--- config.mk ---
export PLATFORM = sky130hd
export DESIGN_NAME = count_ones_seq_flat
export DESIGN_NICKNAME = d
export VERILOG_FILES = /design/src/rtl/count_ones_pkg.sv /design/src/rtl/count_ones_seq_if.sv /design/src/rtl/count_ones_chunk.sv /design/src/rtl/count_ones_seq.sv /design/src/flat_wrapper.sv
export SDC_FILE = /design/constraint.sdc
export NUM_CORES = 1
export LEC_CHECK = 0
export CAP_MARGIN = 10
export CORE_MARGIN = 2
export CORE_UTILIZATION = 39
export DETAILED_ROUTE_END_ITERATION = 10
export GPL_ROUTABILITY_DRIVEN = 0
export MAX_ROUTING_LAYER = met4
export PLACE_DENSITY_LB_ADDON = 0.1
export SLEW_MARGIN = 0
export SYNTH_ARGS = -nofsm -noshare
export SYNTH_HDL_FRONTEND = slang
export SYNTH_SLANG_ARGS = --single-unit
export TNS_END_PERCENT = 1
--- constraint.sdc ---
create_clock -name clk -period 2.4 [get_ports clk]
set_input_delay 0.48 -clock clk [delete_from_list [all_inputs] [get_ports clk]]
set_output_delay 0.48 -clock clk [all_outputs]
set_load 0.03 [all_outputs]
--- src/rtl/count_ones_pkg.sv ---
// Shared types and helpers for the count_ones_seq block: the FSM state
// encoding and the result-width calculation used by the interface and RTL.
package count_ones_pkg;

  typedef enum logic [1:0] {
    IDLE  = 2'd0,
    COUNT = 2'd1,
    DONE  = 2'd2
  } state_t;

  // Bits needed to hold a popcount of a width-bit vector (0..width).
  function automatic int calc_cw(input int width);
    return $clog2(width + 1);
  endfunction

endpackage

--- src/rtl/count_ones_seq_if.sv ---
// Handshake bundle for count_ones_seq.
// Both sides use strict valid/ready: a transfer happens on a rising clk edge
// where valid and ready are both 1; a producer holds valid (and its data)
// until that edge, and ready never depends on anything but current state.
interface count_ones_seq_if #(
  parameter int WIDTH = 16
);
  import count_ones_pkg::*;

  localparam int CW = calc_cw(WIDTH);

  logic             in_valid;
  logic             in_ready;
  logic [WIDTH-1:0] vec;
  logic             out_valid;
  logic             out_ready;
  logic [CW-1:0]    count;

  // Producer/consumer side (testbench or upstream/downstream logic).
  modport master (
    output in_valid, vec, out_ready,
    input  in_ready, out_valid, count
  );

  // The counting block itself.
  modport slave (
    input  in_valid, vec, out_ready,
    output in_ready, out_valid, count
  );

endinterface

--- src/rtl/count_ones_chunk.sv ---
// Combinational popcount of one STEP-bit chunk.
module count_ones_chunk #(
  parameter int STEP = 4,
  parameter int PW   = $clog2(STEP + 1)
) (
  input  logic [STEP-1:0] bits,
  output logic [PW-1:0]   ones
);

  // Sum the individual bits of the chunk.
  always_comb begin
    ones = '0;
    for (int i = 0; i < STEP; i++) begin
      ones = ones + PW'(bits[i]);
    end
  end

endmodule

--- src/rtl/count_ones_seq.sv ---
// Sequential population counter: accepts a WIDTH-bit vector, counts its
// 1-bits STEP bits per cycle through a right-shifting register, then holds
// the result until the consumer takes it.
// Optional macro COUNT_ONES_SKIP_ZERO_EN: leave COUNT early once the
// remaining shifted-out bits are all zero. Undefined by default.
module count_ones_seq
  import count_ones_pkg::*;
#(
  parameter int WIDTH = 16,
  parameter int STEP  = 4
) (
  input  logic                   clk,
  input  logic                   rst,
  count_ones_seq_if.slave        bus,
  output state_t                 state_dbg
);

  localparam int CW = calc_cw(WIDTH);
  localparam int K  = (WIDTH + STEP - 1) / STEP;
  localparam int RW = $clog2(K + 1);
  localparam int PW = $clog2(STEP + 1);

  state_t           state;
  state_t           state_next;
  logic [WIDTH-1:0] sr;
  logic [WIDTH-1:0] sr_next;
  logic [WIDTH-1:0] sr_shift;
  logic [CW-1:0]    acc;
  logic [CW-1:0]    acc_next;
  logic [RW-1:0]    rem;
  logic [RW-1:0]    rem_next;
  logic [PW-1:0]    chunk_cnt;
  logic             last_chunk;

  // Bits above WIDTH never exist in sr, so the shift's zero fill pads the
  // final partial chunk automatically.
  assign sr_shift = sr >> STEP;

  count_ones_chunk #(
    .STEP (STEP),
    .PW   (PW)
  ) u_chunk (
    .bits (sr[STEP-1:0]),
    .ones (chunk_cnt)
  );

`ifdef COUNT_ONES_SKIP_ZERO_EN
  // Finish on the last chunk, or as soon as nothing but zeros remains.
  assign last_chunk = (rem == RW'(1)) || (sr_shift == '0);
`else
  // Finish after exactly K chunks.
  assign last_chunk = (rem == RW'(1));
`endif

  assign bus.in_ready  = (state == IDLE);
  assign bus.out_valid = (state == DONE);
  assign bus.count     = acc;
  assign state_dbg     = state;

  // Next-state and datapath update selection.
  always_comb begin
    state_next = state;
    sr_next    = sr;
    acc_next   = acc;
    rem_next   = rem;
    case (state)
      IDLE: begin
        if (bus.in_valid) begin
          sr_next    = bus.vec;
          acc_next   = '0;
          rem_next   = RW'(K);
          state_next = COUNT;
        end
      end
      COUNT: begin
        acc_next = acc + CW'(chunk_cnt);
        sr_next  = sr_shift;
        rem_next = rem - RW'(1);
        if (last_chunk) begin
          state_next = DONE;
        end
      end
      DONE: begin
        if (bus.out_ready) begin
          state_next = IDLE;
        end
      end
      default: begin
        state_next = IDLE;
      end
    endcase
  end

  // FSM state register.
  always_ff @(posedge clk or posedge rst) begin
    if (rst) begin
      state <= IDLE;
    end else begin
      state <= state_next;
    end
  end

  // Shift register, accumulator and chunk counter.
  always_ff @(posedge clk or posedge rst) begin
    if (rst) begin
      sr  <= '0;
      acc <= '0;
      rem <= '0;
    end else begin
      sr  <= sr_next;
      acc <= acc_next;
      rem <= rem_next;
    end
  end

endmodule
--- src/flat_wrapper.sv ---
// flat-port wrapper written by rule: the top's interface ports become plain ports
module count_ones_seq_flat import count_ones_pkg::*;
#(
  parameter int WIDTH = 16,
  parameter int STEP  = 4
)
  (clk, rst, state_dbg, bus_in_valid, bus_vec, bus_out_ready, bus_in_ready, bus_out_valid, bus_count);
  count_ones_seq_if #(.WIDTH(WIDTH)) bus_i ();
  input  logic clk;
  input  logic rst;
  output state_t state_dbg;
  input wire logic [$bits(bus_i.in_valid)-1:0] bus_in_valid;
  input wire logic [$bits(bus_i.vec)-1:0] bus_vec;
  input wire logic [$bits(bus_i.out_ready)-1:0] bus_out_ready;
  output wire logic [$bits(bus_i.in_ready)-1:0] bus_in_ready;
  output wire logic [$bits(bus_i.out_valid)-1:0] bus_out_valid;
  output wire logic [$bits(bus_i.count)-1:0] bus_count;
  assign bus_i.in_valid = bus_in_valid;
  assign bus_i.vec = bus_vec;
  assign bus_i.out_ready = bus_out_ready;
  assign bus_in_ready = bus_i.in_ready;
  assign bus_out_valid = bus_i.out_valid;
  assign bus_count = bus_i.count;
  count_ones_seq #(.WIDTH(WIDTH), .STEP(STEP)) u_core (.clk(clk), .rst(rst), .bus(bus_i), .state_dbg(state_dbg));
endmodule
### Word level (Yosys, flattened, before mapping)

Cells that the tools add are included.

* flip-flop bits (word level): 26
* bits in latches: 0
* memory bits (writable): 0
* bits in read-only memories: 0
* input bits: 20
* output and inout bits: 9
* logic and storage cells: 29
* memories kept: 0

* add/sub/neg operators: 5
* multiply operators: 0
* div/mod/pow operators: 0
* $lt $le $gt $ge: 0
* equality and inequality tests: 6
* shift operators: 0
* muxes and demuxes: 10
* bitwise logic cells: 0
* reduce and logical (&&, ||, !) cells: 4

Operators with widths (number)
* $pmux 16 s2: 1
* $mux 16: 1
* $pmux 5 s2: 1
* $mux 2: 3
* $pmux 2 s3: 1
* $pmux 3 s2: 1
* $add 5x3->5: 1
* $mux 5: 1
* $ne 2x2->1 const B: 2
* $add 2x1->3: 1
* $add 3x1->3: 1
* $eq 3x1->1 const B: 1
* $mux 3: 1
* $reduce_and 3->1: 1
* $sub 3x1->3 const B: 1
* $add 1x1->2: 1
* $eq 2x1->1 const B: 1
* $eq 2x2->1 const B: 1
* $logic_not 2->1: 1
* $ne 2x1->1 const B: 1
* $reduce_and 2->1: 1
* $reduce_bool 2->1: 1

### Logic depth before layout (Yosys ltp)

Gate-level depths: netlist of run 1.

* depth in word-level cells: 5
* mapped depth: 7
* gate-level depth less buffers: 7

### Hierarchy

A second synthesis of run 1 with hierarchy kept.

* cells, all modules: 155
* area total of the unflattened synthesis: 1431.4 um^2

By module, submodules not included
* count_ones_seq: times used 1, cells an instance 147, area an instance 1367.6 um^2, seq. area each 650.6 um^2
* count_ones_chunk: times used 1, cells an instance 8, area an instance 63.8 um^2, seq. area each 0.0 um^2

### Worst setup path after synthesis of run 1

No wires, ideal clock.

* kind: reg-to-reg
* start: reg u_core.sr[0]
* end: reg u_core.acc[4], in the netlist u_core.bus.count[4]
* library setup time: 116 ps
* arrival time: 2166 ps
* required time: 2284 ps
* slack: 119 ps
* cell stages (with the launch flop): 7
* path buffers: 0
* period minus slack after synthesis: 2281 ps
* cells stage by stage: dfrtp_1 fa_1 inv_1 fa_1 fa_1 nand3b_1 o311ai_0

* cells in the longest elaborated chain, start to end: 5

Ends and longest elaborated chain
* from (decl): RTL line count_ones_seq.sv:25 `logic [WIDTH-1:0] sr;`
* from (signal assigned): RTL line count_ones_seq.sv:110 `sr <= sr_next;`
* $add 1x1->2: RTL line count_ones_chunk.sv:14 `ones = ones + PW'(bits[i]);`
* $add 2x1->3: RTL line count_ones_chunk.sv:14
* $add 3x1->3: RTL line count_ones_chunk.sv:14
* $add 5x3->5: RTL line count_ones_seq.sv:76 `acc_next = acc + CW'(chunk_cnt);`
* $pmux 5 s2: RTL line count_ones_seq.sv:66 `case (state)`
* to (signal assigned): RTL line count_ones_seq.sv:111 `acc <= acc_next;`
* to (decl): RTL line count_ones_seq.sv:28 `logic [CW-1:0] acc;`

Every way passes these cells.
A chain may end at the register's enable or synchronous reset.

### Worst setup path after layout of run 1

Same ends and word-level chain as after synthesis.

==> results of run 1 <==
==> cells by family after synthesis <==
family                     Yosys count  share of synthesized area, %
AOI/OAI and AO/OA                   59                          28.5
and+or+nand+nor                     36                          14.2
DFF                                 26                          43.1
adders and majority gates            6                          6.46
buffers and inverters               20                          7.70
==> report_power, final <==
group	internal, W	leakage (nW)	switching [W]
combinational	0.000493	0.442	0.000602
clock	0.000147	0.0288	0.000144
sequential	0.000619	0.338	0.000171
==> worst max-delay path: stages, from the launching register on <==
cell	delay, ns
dfrtp_1	0.42
fa_1	0.54
inv_1	0.05
fa_1	0.40
fa_2	0.37
nand3b_1	0.18
o311ai_1	0.22
==> metrics by stage <==
| step | instances | area [um2] |
|---|---|---|
| finish | 223 | 1880 |
| global route | 223 | 1880 |
| CTS | 223 | 1880 |
| detailed placement | 219 | 1830 |
| global placement | 219 | 1830 |
| floorplan | 147 | 1510 |
==> final cells by class <==
type / count / area [um2]
clock buffer: 4 / 55.1
fill: 346 / 1810
inverter: 11 / 41.3
multi-input combinational: 101 / 746
sequential: 26 / 651
tap: 48 / 60.1
timing repair buffer: 33 / 330
==> registers in the layout, summed over array words and instances, names as in the netlist <==
name              flops
u_core.bus.count      5
u_core.rem            3
u_core.state_dbg      2
u_core.sr            16
==> synthesized netlist by cell type (2+ instances only) <==
cell      instances
a21oi_2          10
ha_1              3
a21oi_1           5
o21ai_0          10
and2b_1           8
nand3b_1          2
inv_1            11
o21ai_1           5
nor2b_1           9
buf_2             2
fa_1              3
dfrtp_1          26
o21ai_2           6
nand2_1          11
a22oi_1          13
buf_4             4
==> timing repair <==
action | 4_1_cts | 5_1_grt
endpoints found under the setup margin | 1 | 1
gates resized for setup | 1 | 1
buffers inserted | 0 | 0
==> layer usage <==
metal	routed length, um	GRT usage, %
met3	177	3.24
met5	0	-
met2	1570	26.9
met4	54	6.12
met1	1480	23.4
==> final timing paths <==
| kind | start | to | depth (start not counted) |
|---|---|---|---|
| max | u_core.sr[0] | u_core.bus.count[4] | 6 |
| min | u_core.rem[1] | u_core.rem[1] | 2 |
| max reg2reg | u_core.sr[0] | u_core.bus.count[4] | 6 |
| min reg2reg | u_core.rem[1] | u_core.rem[1] | 2 |
| max in group asynchronous | rst | u_core.sr[12] | 3 |
| min in group asynchronous | rst | u_core.rem[0] | 3 |
==> metrics, run 1 <==
pwr/cell area=1160 mW/mm2; Post-synth EDFFs=0; die area=0.00439 mm2; TritonCTS Buffers=3; synthesized area per cell=10.3 um2; DIE WIDTH=66.2 um; Synth top area share=43.1%; Max Cap Viol=0; H-tree Lvls=1; largest net degree at the start of global routing=27; # rows=22; Final ANT Viol Nets=0; sequential area share after synthesis=43.1%; synthesized area=0.00151 mm2; Wirelength per Cell=14.7 um; clk_skew=0.00295 ns; RSZ-0062 raised after global routing=false; R2R setup slack=0.13 ns; actual slew at the worst max-slew pin=0.387 ns; Mapped Nets=173; top cells by area, synth=dfrtp_1 43%, a22oi_1 6.5%, a21oi_2 5.8%, fa_1 4.0%, and2b_1 4.0%; Routed WL=3.28 mm; Via density=5.27; first-pass GRT wire length=5.69 mm; via count=1,176; final hold viol count=0; Crit Path Max Fanout=3; Max Freq=441 MHz; DR pass1 iterations=4; setup TNS=0 ns; Top FF cell, synth=dfrtp_1; number of port buffers=28; critical path data required time=2.58 ns; ys async rst share=100%; Max VDD drop=0.500 mV; pre-CTS setup slack=-0.0276 ns; most frequent cells in the layout=28 x clkdlybuf4s50_1, 26 x dfrtp_1, 13 x a22oi_1, 11 x inv_1, 11 x nand2_1; Post-Route Utilization=51.1%; post-layout min period=2.27 ns; Initial Util=40.9%; relative max-transition margin=74.1%; Yosys cell types=35; most common cell after layout, fill and taps aside=clkdlybuf4s50_1; Root Buffer=clkbuf_8; Slew Limit Fails=0; Hold/Removal Path Class=flip-flop to flip-flop; CP Class=flip-flop to flip-flop; cts hold-fix bufs=0; number of synthesis warnings=0; clk_lat worst skew=0.27 ns; cell taking the most area after synthesis=dfrtp_1; share of cells above drive strength 1=16.6%; setup violators final=0; Pleak=0.809 nW; total power=0.00218 W; hold slack=0.488 ns; drt drc=0; Setup crit start kind=flip-flop; Total GRT Usage=17.6%; final net count=202; synthesis-to-finish area growth=24.7%; core box area=0.00369 mm2; Boundary Pins=29; Data arrival, critical path=2.45 ns; Inserted Diodes=0; CTS clk-pin slew, worst paths=0.09 ns; Mapped Cells=147; Final Worst Setup Slack=0.130 ns; initial antenna violation count=0; die height=66.2 um; clock sinks=26; CP endpoint kind=flip-flop; CTS tree=built; status=complete, no violations; vias in the first global route=1,178; dpl hpwl=2.28 mm; grt ovf=0; Max clock buf depth=2; Tcrit/Tclk final=94.6%; Seq cells post-synth=26; initial detailed-routing violation count=31
No activity file was read; power rests on OpenSTA's default activity.
==> run 2, diff against run 1 <==
--- a/config.mk
+++ b/config.mk
@@ -8,10 +8,12 @@
 export CAP_MARGIN = 10
 export CORE_MARGIN = 2
 export CORE_UTILIZATION = 39
+export CTS_CLUSTER_DIAMETER = 60
 export DETAILED_ROUTE_END_ITERATION = 10
 export GPL_ROUTABILITY_DRIVEN = 0
 export MAX_ROUTING_LAYER = met4
 export PLACE_DENSITY_LB_ADDON = 0.1
+export REMOVE_ABC_BUFFERS = 1
 export SLEW_MARGIN = 0
 export SYNTH_ARGS = -nofsm -noshare
 export SYNTH_HDL_FRONTEND = slang
==> run 2 against run 1 <==
  * Clock power is 26% higher
  * Register-to-register slack better by 0.06 ns
  * Sequential power is 1% lower
  * Die area stayed put
  * Utilization is 0.17 points higher
  * Global-route usage is 0.28 points lower
  * Routed wire length is 2.7% lower
  * Sequential share of layout area is 0.11 points lower
==> metrics, run 2 (synthesis gave the netlist of run 1 again) <==
relative max-transition margin=75.7%; # rows=22; Slew Limit Fails=0; Flop pwr share=35.0%; initial detailed-routing violation count=61; Tcrit/Tclk final=92.0%; CP delay by family, top=adder cells; cts hold-fix bufs=0; Pint=0.00132 W; Routed WL=3.19 mm; total power=0.00223 W; dpl hpwl=2.18 mm; setup TNS=0 ns; most common cell after layout, fill and taps aside=clkdlybuf4s50_1; Setup Buffers After CTS=0; post-layout min period=2.21 ns; Worst path most repeated cell=fa_2; via count=1,166; largest net degree at the start of global routing=27; number of port buffers=28; Worst path max stage delay=0.53 ns; die height=66.2 um; actual slew at the worst max-slew pin=0.364 ns; register area=651 um2; cell-by-cell trace of the critical path=fa_1, inv_1, fa_2, fa_2, nand3b_1, o311ai_1; Final Worst Setup Slack=0.192 ns; vias in the first global route=1,218; number of fill cells in the layout=351; max reg flops=16; Max Cap Viol=0; H-tree Lvls=1; CP Class=flip-flop to flip-flop; Boundary Pins=29; clock sinks=26; pwr/cell area=1180 mW/mm2; Max Freq=453 MHz; R2R setup slack=0.19 ns; Logic pwr share=48.6%; CTS tree=built; RSZ-0062 raised after global routing=false; Max VDD drop=0.613 mV; Initial Util=40.9%; sw frac=40.6%; drt drc=0; Multi-input gate area=748 um2; Slowest-stage cell, CP=fa_1; Pleak=0.812 nW; core box area=0.00369 mm2; first-pass GRT wire length=5.53 mm; WP buf/inv=1; Root Buffer=clkbuf_8; final net count=202; Clk pwr share=16.5%; post-CTS sizing=0; Setup crit start kind=flip-flop; clk_lat worst skew=0.27 ns; Wirelength per Cell=14.3 um; most frequent cells in the layout=28 x clkdlybuf4s50_1, 26 x dfrtp_1, 13 x a22oi_1, 11 x inv_1, 11 x nand2_1; grt ovf=0; synthesis-to-finish area growth=25.1%; Inserted Diodes=0; TritonCTS Buffers=3; Most flops, register=u_core.sr; CTS clk-pin slew, worst paths=0.09 ns; DIE WIDTH=66.2 um; Crit Path Max Fanout=3; CP endpoint kind=flip-flop; Total GRT Usage=17.3%; critical path data required time=2.58 ns; pre-CTS setup slack=0.00145 ns; Data arrival, critical path=2.38 ns; final hold viol count=0; share of cells above drive strength 1=17.1%; status=complete, no violations; Hold/Removal Path Class=flip-flop to flip-flop; setup violators final=0; Post-Route Utilization=51.2%; initial antenna violation count=0; Final ANT Viol Nets=0; hold slack=0.529 ns; sw power=0.000904 W; Max clock buf depth=2; clk_skew=0.00388 ns; die area=0.00439 mm2; Via density=5.23; DR pass1 iterations=4
run 2: cell types whose count changed in the layout (fill, tap and decap cells not counted):
cell | previous run | this run
buf_4 | 4 | 5
fa_2 | 1 | 2
bufinv_16 | 0 | 1
fa_1 | 2 | 1
buf_12 | 1 | 0
clkbuf_8 | 4 | 3
run 2: per-layer routing:
layer,track usage (%),share of wire [%],up-vias
met1,20.2,45,573
met4,6.89,1.7,0
li1,-,-,569
met5,-,0,-
met3,2.56,2.9,6
met2,29.8,50,18
run 2: area by class of cell:
cell class	count	share of cell area (%)
Inverter	11	2.19
Tap cell	48	3.18
Sequential cell	26	34.4
Multi-Input combinational cell	101	39.6
Timing Repair Buffer	33	16.8
Clock buffer	3	2.19
Clock inverter	1	1.59
run 2: through the flow:
stage	cells	instance area, um2
4_1_cts	223	1880
5_1_grt	223	1890
2_1_floorplan	138	1440
3_3_place_gp	219	1810
3_5_place_dp	219	1810
6_report	223	1890
run 2: worst reg2reg max path, cell delays in order, from the launching register on:
cell and delay (ns):
dfrtp_1 0.42, fa_1 0.53, inv_1 0.05, fa_2 0.34, fa_2 0.36, nand3b_1 0.18, o311ai_1 0.23
run 2: worst paths after layout:
| kind | startpoint | endpoint | cells after the start |
|---|---|---|---|
| max in group asynchronous | rst | u_core.bus.count[2] | 3 |
| worst min-delay path | u_core.rem[1] | u_core.rem[1] | 2 |
| worst max register to register | u_core.sr[0] | u_core.bus.count[4] | 6 |
| worst min register to register | u_core.rem[1] | u_core.rem[1] | 2 |
| worst max-delay path | u_core.sr[0] | u_core.bus.count[4] | 6 |
| min in group asynchronous | rst | u_core.bus.count[3] | 3 |
run 2: power by group through the flow:
stage / sequential, W / combinational [W] / clock, W
2_1_floorplan: 0.000894 / 0.000619 / 0
3_3_place_gp: 0.000776 / 0.00106 / 0
3_5_place_dp: 0.000786 / 0.00109 / 0
4_1_cts: 0.000779 / 0.00109 / 0.000378
5_1_grt: 0.000809 / 0.00124 / 0.000394
6_report: 0.000780 / 0.00108 / 0.000367
==> run 3, diff against run 2 <==
--- a/config.mk
+++ b/config.mk
@@ -14,6 +14,7 @@
 export MAX_ROUTING_LAYER = met4
 export PLACE_DENSITY_LB_ADDON = 0.1
 export REMOVE_ABC_BUFFERS = 1
+export SETUP_SLACK_MARGIN = 0.3
 export SLEW_MARGIN = 0
 export SYNTH_ARGS = -nofsm -noshare
 export SYNTH_HDL_FRONTEND = slang
==> constraint.sdc (replaced) <==
create_clock -name clk -period 2.5 [get_ports clk]
set_input_delay 0.5 -clock clk [delete_from_list [all_inputs] [get_ports clk]]
set_output_delay 0.5 -clock clk [all_outputs]
set_load 0.03 [all_outputs]
==> run 3 against run 2 <==
  * Utilization fell by 0.37 points
  * Maximum frequency is 2.9% lower
  * Global-route usage shrank 0.45 points
  * Cell count rose by 0.45%
  * Sequential power fell by 2.7%
  * Sequential share of layout area grew 0.32 points
  * Worst hold slack got worse by 0.0085 ns
  * Largest cell class unchanged
==> metrics, run 3 (synthesis gave the netlist of run 1 again) <==
final net count=204; Inserted Diodes=0; via count=1,157; initial antenna violation count=0; clk_lat worst skew=0.27 ns; Worst path max stage delay=0.53 ns; CP Class=flip-flop to flip-flop; R2R setup slack=0.23 ns; Slowest-stage cell, CP=fa_1; setup violators final=0; Worst path most repeated cell=fa_2; hold slack=0.520 ns; setup TNS=0 ns; Tcrit/Tclk final=90.9%; pre-CTS setup slack=0.122 ns; most common cell after layout, fill and taps aside=clkdlybuf4s50_1; number of port buffers=28; met3 WL=108 um; max reg flops=16; die area=0.00439 mm2; Max Freq=440 MHz; sw power=0.000870 W; vias in the first global route=1,183; Total GRT Usage=16.8%; Initial Util=40.9%; Pleak=0.805 nW; met2 WL=1.39 mm; pwr/cell area=1090 mW/mm2; Via density=5.17; crit path launch=u_core.sr[0]; WP buf/inv=1; core box area=0.00369 mm2; cts hold-fix bufs=0; Hold/Removal Path Class=flip-flop to flip-flop; Slew Limit Fails=0; CTS tree=built; CTS clk-pin slew, worst paths=0.09 ns; WL met1=1.62 mm; TritonCTS Buffers=3; synthesis-to-finish area growth=24.2%; uppermost layer routed=met4; most frequent cells in the layout=28 x clkdlybuf4s50_1, 25 x dfrtp_1, 13 x a22oi_1, 11 x inv_1, 11 x nand2_1; reg-to-reg endpoint=u_core.bus.count[4]; status=complete, no violations; Setup Buffers After CTS=0; final hold viol count=0; number of fill cells in the layout=350; Max Cap Viol=0; die height=66.2 um; total power=0.00205 W; Final ANT Viol Nets=0; H-tree Lvls=1; Setup crit start kind=flip-flop; first-pass GRT wire length=5.51 mm; critical path data required time=2.67 ns; clk_skew=0.00232 ns; Critical Path Stages=6; DIE WIDTH=66.2 um; Logic pwr share=51.3%; drt drc=0; DR pass1 iterations=4; Max clock buf depth=2; Wirelength per Cell=14.0 um; RSZ-0062 raised after global routing=true; reg2reg path depth=6; post-route cell area=0.00188 mm2; Clk pwr share=11.6%; Max VDD drop=0.419 mV; actual slew at the worst max-slew pin=0.383 ns; CP endpoint kind=flip-flop; sw frac=42.4%; Crit Path Max Fanout=3; # rows=22; Pint=0.00118 W; CP delay by family, top=adder cells; Flop pwr share=37.0%; Post-DP Area=0.00183 mm2; Boundary Pins=29; Data arrival, critical path=2.45 ns; Root Buffer=clkbuf_8; Setup crit end=u_core.bus.count[4]; grt ovf=0; cell-by-cell trace of the critical path=fa_1, inv_1, fa_2, fa_2, nand3b_1, o311ai_1; Routed WL=3.15 mm; post-layout min period=2.27 ns; Final Worst Setup Slack=0.227 ns; relative max-transition margin=74.4%; clock sinks=26; share of cells above drive strength 1=18.2%; largest net degree at the start of global routing=27; worst r2r src=u_core.sr[0]; Hold Path Depth=2; initial detailed-routing violation count=48; dpl hpwl=2.17 mm; Most flops, register=u_core.sr
## run 3: cell count changes in the layout (fill, tap and decap cells not counted)
cell,previous run,this run
dfrtp_2,0,1
dfrtp_1,26,25
buf_4,5,7
bufinv_16,1,0
## run 3: cell type report
| type | instances | area (um2) | share of cell area, % |
|---|---|---|---|
| clock buffers | 3 | 41.3 | 2.20 |
| inverters | 11 | 41.3 | 2.20 |
| multi-input cells | 101 | 748 | 39.9 |
| flip-flops and latches | 26 | 652 | 34.8 |
| well taps | 48 | 60.1 | 3.20 |
| repair buffers | 35 | 333 | 17.7 |
## run 3: per-layer routing
metal | GRT usage, % | vias up
met5 | - | -
met4 | 4.59 | 0
met3 | 2.39 | 4
met2 | 27.6 | 22
met1 | 21.8 | 557
li1 | - | 574
## run 3: metrics by stage
step	instances	util (%)
3_5_place_dp	221	49.6
3_3_place_gp	221	49.6
6_report	224	50.8
2_1_floorplan	138	-
4_1_cts	224	50.8
5_1_grt	224	50.8
## run 3: worst min-delay path by stage
stage,from,to,slack [ns]
after floorplan,u_core.rem[1],u_core.rem[1],0.45
after global placement,u_core.rem[1],u_core.rem[1],0.46
after detailed placement,u_core.rem[1],u_core.rem[1],0.50
after CTS,u_core.rem[1],u_core.rem[1],0.52
after global routing,u_core.sr[12],u_core.sr[12],0.56
final,u_core.rem[1],u_core.rem[1],0.52
## run 3: power by group through the flow
stage	combinational [W]	sequential [W]	clock [W]
finish	0.00105	0.000759	0.000239
global route	0.00120	0.000788	0.000262
CTS	0.00107	0.000755	0.000249
detailed placement	0.00106	0.000761	0
global placement	0.00103	0.000752	0
floorplan	0.000594	0.000858	0
## run 3: tightest hold or removal path: stages (launching register included)
cell,delay (ns)
dfrtp_1,0.37
nand2_1,0.06
o21ai_0,0.06
## run 3: repair_timing
| action | in CTS | in global routing |
|---|---|---|
| pin swaps | 0 | 1 |
| endpoints found under the setup margin | 4 | 3 |
| resized for setup | 3 | 1 |
| gates cloned | 0 | 0 |
